==> src/rtl/array_divider.sv <==
// Exact 16-by-8 unsigned restoring array divider: eight subtract/mux rows,
// one quotient bit per row, with quotient, remainder and overflow registered once.
module array_divider (
    input  logic        clk,
    input  logic        rst_n,
    input  logic [15:0] x,
    input  logic [7:0]  y,
    input  logic        bin,
    output logic [7:0]  q,
    output logic [7:0]  r,
    output logic        ovf
);

    // One array row: {quotient bit, next partial remainder}. A borrow shows up as D[9].
    function automatic logic [8:0] row_step(
        input logic [7:0] p,
        input logic       xb,
        input logic [7:0] d,
        input logic       b
    );
        logic [8:0] t;
        logic [9:0] diff;
        t    = {p, xb};
        diff = {1'b0, t} - {2'b00, d} - {9'd0, b};
        if (diff[9] == 1'b0) begin
            row_step = {1'b1, diff[7:0]};
        end else begin
            row_step = {1'b0, t[7:0]};
        end
    endfunction

    logic [7:0] quo_s;
    logic [7:0] rem_s;
    logic [8:0] step_s;
    logic       ovf_s;

    // Cascade of the eight rows, MSB first, plus the overflow / divide-by-zero detect.
    always_comb begin
        quo_s  = 8'd0;
        rem_s  = x[15:8];
        step_s = 9'd0;
        for (int i = 7; i >= 0; i--) begin
            step_s   = row_step(rem_s, x[i], y, bin);
            quo_s[i] = step_s[8];
            rem_s    = step_s[7:0];
        end
        if ((y == 8'd0) || ({1'b0, x[15:8]} >= ({1'b0, y} + {8'd0, bin}))) begin
            ovf_s = 1'b1;
        end else begin
            ovf_s = 1'b0;
        end
    end

    // Output registers; overflow saturates both results to all-ones.
    always_ff @(posedge clk or negedge rst_n) begin
        if (!rst_n) begin
            q   <= 8'd0;
            r   <= 8'd0;
            ovf <= 1'b0;
        end else if (ovf_s) begin
            q   <= 8'hFF;
            r   <= 8'hFF;
            ovf <= 1'b1;
        end else begin
            q   <= quo_s;
            r   <= rem_s;
            ovf <= 1'b0;
        end
    end

endmodule

==> config.mk <==
export PLATFORM = sky130hd
export DESIGN_NAME = array_divider
export DESIGN_NICKNAME = d
export VERILOG_FILES = /design/src/rtl/array_divider.sv
export SDC_FILE = /design/constraint.sdc
export NUM_CORES = 1
export LEC_CHECK = 0
export BUFFER_PORTS_ARGS = -buffer_cell sky130_fd_sc_hd__buf_2
export CORE_ASPECT_RATIO = 0.8
export CORE_MARGIN = 10
export CORE_UTILIZATION = 30
export CTS_BUF_LIST = sky130_fd_sc_hd__clkbuf_16
export DETAILED_ROUTE_END_ITERATION = 12
export PLACE_DENSITY = 0.54
export SLEW_MARGIN = 5
export SYNTH_ARGS = -nofsm -noshare
export SYNTH_HDL_FRONTEND = slang
export SYNTH_SLANG_ARGS = --single-unit
==> constraint.sdc <==
create_clock -name clk -period 0.8 [get_ports clk]
set_input_delay 0.08 -clock clk [delete_from_list [all_inputs] [get_ports clk]]
set_output_delay 0.08 -clock clk [all_outputs]
set_load 0.05 [all_outputs]
## After elaboration in Yosys (flattened, before gate mapping)

Index checks and enable logic that the tools add are counted.

- Register bits after elaboration: 17
- Input port bits: 27
- Output and inout port bits: 17
- Logic and storage cells: 35

- $add $sub $neg: 17
- Order comparisons: 1
- Multiplexer cells: 12
- Reductions and logical operators: 2

Operator list:

| operator | number |
|---|---|
| subtractor 10 x 1 -> 10 bit | 8 |
| subtractor 9 x 8 -> 10 bit | 8 |
| two-way mux 9 bit | 8 |
| two-way mux 8 bit | 2 |
| adder 8 x 1 -> 9 bit | 1 |
| greater-or-equal comparator 8 x 9 -> 1 bit | 1 |
| zero test 8 bit | 1 |
| two-way mux 1 bit | 2 |
| logical OR 1 bit | 1 |

## Depth between registers and ports, before layout

Gate-level depths: netlist of the first run.

- Word-level depth: 25
- Mapped depth: 87
- Mapped depth without buffers: 81

## Worst setup path after synthesis of the first run

OpenSTA, ideal clock, no wires.

- Path type: input -> register
- Start point: input port y[0]
- End point: register r[0]
- Library setup time: 79 ps
- Arrival time: 15933 ps
- Required time: 721 ps
- Slack: -15213 ps
- Stages on the path: 78
- Path buffers: 9
- Path through: inv_1 -> fa_1 -> ha_1 -> nand2b_1 -> a21oi_1 -> o21ai_1 -> nor2_1 -> clkbuf_1 -> mux2i_1 -> xnor2_1 -> ha_1 -> o211ai_1 -> nor2_1 -> nand3_1 -> or3_4 -> and3_1 -> buf_2 -> clkbuf_1 -> [42 not listed] -> clkbuf_1 -> nand2_1 -> nand2_1 -> a21oi_1 -> o21ai_0 -> a21oi_1 -> a21oi_1 -> clkbuf_1 -> a21oi_1 -> ha_1 -> inv_1 -> ha_1 -> or2_2 -> a311o_1 -> a21oi_2 -> o31ai_1 -> a21oi_4 -> mux2i_1

- Cells in the longest elaborated chain, start to end: 25
- Elaborated cells between the ends (all ways): 30
- Those cells by class: add/sub (17); order compare (1); mux (10); reduce/logical (2)

Ends and longest elaborated chain:

| what | line | source |
|---|---|---|
| start: declaration | 7 | `input logic [7:0] y,` |
| subtractor 9 x 8 -> 10 bit | 24 | `diff = {1'b0, t} - {2'b00, d} - {9'd0, b};` |
| subtractor 10 x 1 -> 10 bit | 24 |  |
| two-way mux 9 bit | 25 | `if (diff[9] == 1'b0) begin` |
| subtractor 9 x 8 -> 10 bit | 24 |  |
| subtractor 10 x 1 -> 10 bit | 24 |  |
| two-way mux 9 bit | 25 |  |
| subtractor 9 x 8 -> 10 bit | 24 |  |
| subtractor 10 x 1 -> 10 bit | 24 |  |
| [9 not listed] | -- |  |
| two-way mux 9 bit | 25 |  |
| subtractor 9 x 8 -> 10 bit | 24 |  |
| subtractor 10 x 1 -> 10 bit | 24 |  |
| two-way mux 9 bit | 25 |  |
| subtractor 9 x 8 -> 10 bit | 24 |  |
| subtractor 10 x 1 -> 10 bit | 24 |  |
| two-way mux 9 bit | 25 |  |
| two-way mux 8 bit (*) | 60 | `end else if (ovf_s) begin` |
| end signal: assignment | 66 | `r <= rem_s;` |
| end: declaration | 10 | `output logic [7:0] r,` |

Every way passes the cells marked *; elsewhere a longest branch is shown, timed or not.

## Worst setup path in the final report of the first run

Ends and elaborated chain as after synthesis.

==> flow_metrics.py, run 1 <==
metrics = {
    "run_status": {
        "status": "finished with violations",
        "violations": "negative setup slack",
    },
    "detailed_routing": {
        "dr.pass1.iters": 5,
        "drc": 0,
        "vias": 6629,
        "drt_iter0_markers": 381,
        "drt-total-wl_um": 21100,
        "route.detailed.wl_per_inst_um": 15.5,
        "detail-route-antenna-nets": 0,
        "viasPerCell": 4.88,
    },
    "timing": {
        "period_minus_slack_ns": 13.84,
        "slew-limit-headroom_pct": 69.0,
        "fin_crit_sh_pct": 1730,
        "fmax_ghz": 0.0723,
        "rsz0062_at_grt": "yes",
        "setup_viol": 34,
        "finalHoldViolCount": 0,
        "maxSlewViolCount": 0,
        "worst_pin_slew_ns": 0.462,
        "fin_ws_ns": -13.04,
    },
    "clocking": {
        "clockBufferDepth": 2,
        "clkTransAtPathRegs_ns": 0.06,
        "cts.htree.levels": 1,
        "cts_tree": "built",
        "cts_root_buf": "clkbuf_16",
        "cts_buffers": 3,
        "cts_sinks": 17,
    },
    "logic_synthesis": {
        "synth_edf_count": 0,
        "synth_top_area_share_pct": 18.7,
        "synth_area_leader_cell": "ha_1",
        "ys_types": 65,
        "synth.area.top_cells": "ha_1 (19%), xnor2_1 (8.5%), dfrtp_1 (7.5%)",
        "syn_area_sq_um": 5700,
        "synthArstFlopShare_pct": 100,
        "avgSynthCellArea_sq_um": 7.40,
        "ys_ff_latch": 17,
        "ys_warn_count": 0,
        "synth_nets": 898,
        "synth_cells": 770,
        "ys_seq_area_share_pct": 7.47,
        "ys.flop_type": "dfrtp_1",
    },
    "min_path": {
        "min_path_type": "in2reg",
        "hold_start": "x[0]",
        "hold_path_depth": 3,
        "min_to": "r[0]",
    },
    "setup_path": {
        "critPathCaptureType": "register",
        "cp_common_cell": "ha_4",
        "crit_fanout": 7,
        "crit_slowest_cell": "or3_4",
        "crit_family": "simple AND/OR/NAND/NOR gates",
        "cp_data_required_time_ns": 0.98,
        "cp.arrival_ns": 14.01,
        "slowest_delay_ns": 0.40,
        "critPathKind": "in2reg",
        "worst-path-buf-inv": 12,
        "critPathLaunchType": "input port",
    },
    "global_routing": {
        "grt_pass1_wl_um": 33500,
        "grt_pass1_vias": 6546,
        "grt_use_total_pct": 16.2,
        "grt.overflow.total": 0,
        "grt_antenna_before_repair": 1,
        "grt_max_degree": 31,
    },
    "floorplanning": {
        "die_h_um": 143,
        "coreArea_sq_um": 18400,
        "io_pins": 44,
        "die_w_um": 174,
        "start_util_pct": 31.0,
        "die_area_sq_um": 24900,
        "num_rows": 44,
    },
    "cells_and_area": {
        "layoutNonFillerInstCount": 1359,
        "layout-drive-gt1-share_pct": 46.8,
        "diodes": 0,
        "areaGrowthSynthToFinish_pct": 70.8,
        "stdcell_area_sq_um": 9730,
        "fin_nets": 1235,
    },
    "place": {
        "io_buffer_count": 43,
        "gp_congestion": 0.872,
        "placed_area_sq_um": 8560,
        "hpwl_um": 16300,
        "placed_cells": 1306,
    },
    "run": {
        "drv_cap": 0,
    },
}
==> logic make-up (layout without fill, tap and decap cells) <==
kind of cell	after synthesis	after routing	share of synthesized area, %
and+or+nand+nor	240	240	20.5
AOI/OAI and AO/OA	206	206	23.8
adders and majority gates	101	101	24.3
buffers and inverters	99	435	6.57
xor gates and xnor gates	76	76	11.7
muxes	31	31	5.75
DFF	17	17	7.47
==> cell type report <==
type	instances	area [sq um]
clock buffers	3	75.1
clock inverters	1	5.00
fillers	1798	8660
inverters	77	293
multi-input cells	654	5810
flip-flops and latches	17	425
well taps	253	317
repair buffers	354	2810
==> state kept, by name, indices dropped and copies added (netlist names) <==
| signal | count |
|---|---|
| r | 8 |
| ovf | 1 |
| q | 8 |
==> placed cells by master, fill, tap and decap left out, types with 8 or more instances in the layout <==
cell	instances
buf_4	290
inv_1	69
ha_1	63
nand2_1	62
xnor2_1	47
a21oi_1	46
nor2_1	45
buf_6	30
o21ai_0	27
buf_2	25
a21oi_2	21
xor2_1	20
ha_4	19
dfrtp_1	17
mux2i_1	15
a21o_1	14
fa_1	13
nor2b_1	12
o21a_1	12
nand3_1	12
nor2_2	11
nand2_2	11
nand2b_1	11
and2_1	9
nor3_1	8
o21ai_1	8
==> per-layer routing <==
metal	track usage [%]	vias to the layer above	part of all wire, %
li1	-	3372	-
met1	23.9	3124	52
met2	25.5	119	43
met3	1.48	14	4.0
met4	1.80	0	0.74
met5	0	-	0
==> Yosys cell counts, types with 12 or more instances <==
cell / count
clkbuf_1: 20
a21oi_1: 72
o21ai_0: 40
fa_1: 16
nand2_1: 76
mux2i_1: 20
nand3_1: 16
nor2_1: 57
nor2b_1: 12
o21a_1: 12
a21o_1: 14
xnor2_1: 55
ha_1: 85
dfrtp_1: 17
nor3_1: 14
xor2_1: 21
nand2b_1: 15
inv_1: 77
==> metrics by stage <==
step	utilization (%)	hold slack, ns	setup WS [ns]	TNS (ns)
finish	52.9	0.145	-13.04	-163.73
CTS	50.3	0.160	-12.81	-161.07
floorplan	-	-0.216	-13.42	-166.94
detailed placement	46.5	0.0277	-13.79	-173.06
global route	52.9	0.179	-13.67	-172.35
global placement	46.5	0.0315	-13.64	-170.73
==> how the worst max path moves through the flow <==
| stage | cells past startpoint | endpoint | startpoint |
|---|---|---|---|
| floorplan | 79 | r[2] | y[0] |
| global placement | 85 | r[6] | y[0] |
| detailed placement | 84 | r[0] | y[0] |
| CTS | 78 | r[2] | y[0] |
| global route | 79 | r[1] | y[0] |
| finish | 79 | r[0] | y[0] |
==> repair_timing <==
action / in CTS / in global routing
setup buffers: 31 / 22
hold buffers: 1 / 0
endpoints found under the setup margin: 34 / 34
endpoints found under the hold margin: 17 / 0
gates resized for setup: 91 / 73
pin swaps: 36 / 39
gates cloned: 1 / 0
Power of run 1 is left out: the tool's default activity adds up to more than one toggle a clock period on the data nets, which glitch-free logic cannot reach.
==> run 2: changes to the inputs <==
- clock period: 0.8 -> 17.4 ns (I/O delays scaled with it)
==> run 2 against run 1 <==
Effect of this change:
- the run now ends clean
- sequential cell count unchanged
- hold slack gained 1.3 ns
- global-route usage down 2.4 points
- design area is 29% lower
- critical path type unchanged
- critical endpoint is now r[5]
- highest routed layer unchanged
==> flow_metrics.py, run 2 (same netlist as run 1, synthesis figures left out) <==
metrics = {
    "floorplanning": {
        "num_rows": 44,
        "die_area_sq_um": 24900,
        "die_w_um": 174,
        "die_h_um": 143,
        "start_util_pct": 31.0,
        "io_pins": 44,
        "coreArea_sq_um": 18400,
    },
    "detailed_routing": {
        "drt_iter0_markers": 427,
        "detail-route-antenna-nets": 0,
        "drc": 0,
        "route.detailed.wl_per_inst_um": 16.2,
        "dr.pass1.iters": 5,
        "drt-total-wl_um": 17900,
        "vias": 5643,
        "route.met2.wl_um": 7130,
        "m1WireLength_um": 9610,
        "wl_met3_um": 1120,
        "top_layer": "met4",
        "viasPerCell": 5.11,
    },
    "cells_and_area": {
        "layout-drive-gt1-share_pct": 20.1,
        "layoutNonFillerInstCount": 1105,
        "mostFrequentLayoutCells": "ha_1 (80), inv_1 (77), nand2_1 (75)",
        "fin_nets": 981,
        "diodes": 0,
        "final_common_cell": "ha_1",
        "largestRegisters": "q (8), r (8), ovf (1)",
        "areaGrowthSynthToFinish_pct": 21.8,
    },
    "setup_path": {
        "cp_common_cell": "ha_1",
        "cp_data_required_time_ns": 17.57,
        "crit_path_start": "y[0]",
        "crit_slowest_cell": "fa_1",
        "worst-path-buf-inv": 12,
        "slowest_delay_ns": 0.47,
        "critPathKind": "in2reg",
        "crit_family": "simple AND/OR/NAND/NOR gates",
        "critPathCaptureType": "register",
        "crit_fanout": 8,
        "cp.arrival_ns": 16.68,
        "critPathLaunchType": "input port",
    },
    "timing": {
        "fin_crit_sh_pct": 94.9,
        "setup_viol": 0,
        "period_minus_slack_ns": 16.52,
        "worst_pin_slew_ns": 0.868,
        "maxSlewViolCount": 0,
        "finalHoldViolCount": 0,
        "slew-limit-headroom_pct": 42.1,
        "fmax_ghz": 0.0606,
    },
    "global_routing": {
        "grt_pass1_vias": 5272,
        "grt_use_total_pct": 13.7,
        "grt.overflow.total": 0,
        "grt_antenna_before_repair": 0,
        "grt_pass1_wl_um": 28500,
        "grt_max_degree": 31,
    },
    "clocking": {
        "cts.htree.levels": 1,
        "cts_root_buf": "clkbuf_16",
        "cts_sinks": 17,
        "clkTransAtPathRegs_ns": 0.05,
        "cts-hold-fix-buffers": 0,
        "cts_tree": "built",
        "clockBufferDepth": 2,
        "cts_buffers": 3,
    },
    "place": {
        "placed_cells": 1088,
        "gp_congestion": 0.928,
        "io_buffer_count": 43,
        "hpwl_um": 14400,
    },
    "run": {
        "drv_cap": 0,
    },
    "run_status": {
        "status": "completed",
    },
    "min_path": {
        "min_path_type": "in2async",
    },
}
-- run 2: cell count changes in the layout (fill, tap and decap cells not counted), sizes merged --
cell,before,now
buf,352,99
clkbuf,4,3
clkinvlp,1,0
dlygate4sd3,1,0
inv,76,77
nand2,76,77
-- run 2: worst max path at each step --
stage	end	cells after the start
CTS	r[5]	77
floorplan	r[0]	78
global placement	r[6]	79
finish	r[5]	77
global route	r[5]	79
detailed placement	r[5]	79
-- run 2: cell type report --
class                   count  area [sq um]
multi-input cells         655          5190
clock inverters             1          5.00
flip-flops and latches     17           425
repair buffers             99           637
inverters                  77           289
clock buffers               3          75.1
fillers                  1952         11400
well taps                 253           317
-- run 2: per-stage QoR --
step / setup WS [ns] / setup TNS [ns] / hold slack [ns] / utilization (%) / area (sq um)
3_5_place_dp: -0.429 / -3.46 / 1.69 / 35.2 / 6470
2_1_floorplan: 0.0304 / 0 / 1.44 / - / 5700
3_3_place_gp: -0.164 / -1.24 / 1.69 / 35.2 / 6470
6_report: 0.885 / 0 / 1.42 / 37.7 / 6940
5_1_grt: -0.0714 / -0.297 / 1.45 / 37.7 / 6940
4_1_cts: 0.0599 / 0 / 1.43 / 35.8 / 6570
-- run 2: routing by layer --
metal  up-vias  GRT usage (%)
met5         -              0
met4         0          0.853
li1       2865              -
met3         8           2.03
met1      2619           21.2
met2       151           20.2
-- run 2: what timing repair did --
item | in CTS | in global routing
buffers inserted | 0 | 11
cloned | 0 | 2
pin swaps | 0 | 13
resized for setup | 7 | 57
endpoints found under the setup margin | 9 | 9
Power of run 2 is left out for the same reason.
==> run 3: changes to the inputs <==
- CAP_MARGIN: not set -> 5
- PLACE_DENSITY: 0.54 -> 0.55
- clock period: 17.4 -> 14.1 ns (I/O delays scaled with it)
==> run 3 against run 2 <==
Effect of this change:
- the flow now finishes with violations (negative setup slack)
- sequential share of layout area fell by 1.4 points
- global-route usage grew 1.9 points
- final cell count rose by 20%
- non-clock buffer count is 220 higher
- via count increased by 12%
==> flow_metrics.py, run 3 (same netlist as run 1, synthesis figures left out) <==
metrics = {
    "setup_path": {
        "crit_slowest_cell": "or3_1",
        "cp.arrival_ns": 15.18,
        "critPathKind": "in2reg",
        "crit_fanout": 7,
        "worst-path-buf-inv": 11,
        "critPathCaptureType": "register",
        "cp_data_required_time_ns": 14.27,
        "cp_common_cell": "ha_4",
        "crit_family": "simple AND/OR/NAND/NOR gates",
        "critPathLaunchType": "input port",
        "slowest_delay_ns": 0.39,
    },
    "floorplanning": {
        "die_h_um": 143,
        "die_w_um": 174,
        "start_util_pct": 31.0,
        "coreArea_sq_um": 18400,
        "io_pins": 44,
        "num_rows": 44,
        "die_area_sq_um": 24900,
    },
    "global_routing": {
        "grt_pass1_wl_um": 32700,
        "grt_antenna_before_repair": 1,
        "grt_use_total_pct": 15.6,
        "grt_max_degree": 31,
        "grt.overflow.total": 0,
        "grt_pass1_vias": 6399,
    },
    "cells_and_area": {
        "fin_nets": 1200,
        "layoutNonFillerInstCount": 1324,
        "layout-drive-gt1-share_pct": 42.8,
        "final_common_cell": "buf_4",
        "nFillCells": 1805,
        "largestRegisters": "q (8), r (8), ovf (1)",
        "diodes": 0,
        "stdcell_area_sq_um": 9080,
        "mostFrequentLayoutCells": "buf_4 (266), inv_1 (70), ha_1 (68)",
        "areaGrowthSynthToFinish_pct": 59.3,
    },
    "place": {
        "placed_area_sq_um": 8300,
        "io_buffer_count": 43,
        "gp_congestion": 0.875,
        "hpwl_um": 15700,
        "placed_cells": 1276,
    },
    "timing": {
        "tns_ns": -8.02,
        "fmax_ghz": 0.0666,
        "finalHoldViolCount": 0,
        "fin_crit_sh_pct": 106,
        "setup_viol": 9,
        "period_minus_slack_ns": 15.01,
        "rsz0062_at_grt": "yes",
        "maxSlewViolCount": 0,
        "worst_pin_slew_ns": 0.870,
        "slew-limit-headroom_pct": 42.0,
        "fin_ws_ns": -0.912,
    },
    "detailed_routing": {
        "drt-total-wl_um": 19700,
        "route.detailed.wl_per_inst_um": 14.9,
        "drc": 0,
        "vias": 6339,
        "dr.pass1.iters": 4,
        "viasPerCell": 4.79,
        "drt_iter0_markers": 269,
        "detail-route-antenna-nets": 0,
    },
    "clocking": {
        "clkTransAtPathRegs_ns": 0.06,
        "cts.htree.levels": 1,
        "cts_tree": "built",
        "cts_root_buf": "clkbuf_16",
        "cts_sinks": 17,
        "clockBufferDepth": 2,
        "cts-hold-fix-buffers": 0,
        "cts_buffers": 3,
    },
    "run_status": {
        "status": "finished with violations",
        "violations": "negative setup slack",
    },
    "min_path": {
        "min_path_type": "in2async",
    },
    "run": {
        "drv_cap": 0,
    },
}
## run 3: changes by cell type in the layout (fill, tap and decap cells not counted), sizes merged
cell | previous run | this run
buf | 99 | 319
clkinvlp | 0 | 1
inv | 77 | 76
nand2 | 77 | 76
## run 3: per-layer routing
layer / GRT usage [%] / routed length (um)
met3: 1.26 / 623
met1: 23.0 / 10600
met5: 0 / 0
met2: 25.0 / 8460
met4: 1.03 / 75
## run 3: area by class of cell
cell class | count | area [sq um] | share of cell area [%]
multi-input cells | 654 | 5610 | 61.8
repair buffers | 319 | 2360 | 26.0
flip-flops and latches | 17 | 425 | 4.69
well taps | 253 | 317 | 3.49
inverters | 77 | 293 | 3.23
clock buffers | 3 | 75.1 | 0.827
clock inverters | 1 | 5.00 | 0.0551
## run 3: repair_timing
| item | CTS | global route |
|---|---|---|
| pin swaps | 37 | 30 |
| gates resized for setup | 39 | 43 |
| endpoints found under the setup margin | 9 | 10 |
| setup buffers | 35 | 9 |
## run 3: through the flow
stage / util [%] / setup WS (ns) / hold slack (ns)
after floorplan: - / -1.45 / 1.11
after global placement: 45.1 / -1.60 / 1.37
after detailed placement: 45.1 / -1.83 / 1.37
after CTS: 47.9 / -0.910 / 1.09
after global routing: 49.4 / -1.65 / 1.11
final: 49.4 / -0.912 / 1.09
## run 3: final timing paths
| path | from | endpoint | slack, ns | cells past startpoint |
|---|---|---|---|---|
| setup / recovery | y[0] | r[5] | -0.91 | 77 |
| hold / removal | rst_n | r[3] | 1.09 | 1 |
| max in group asynchronous | rst_n | r[5] | 12.71 | 1 |
| min in group clk | x[0] | r[0] | 1.46 | 3 |
Power of run 3 is left out for the same reason.
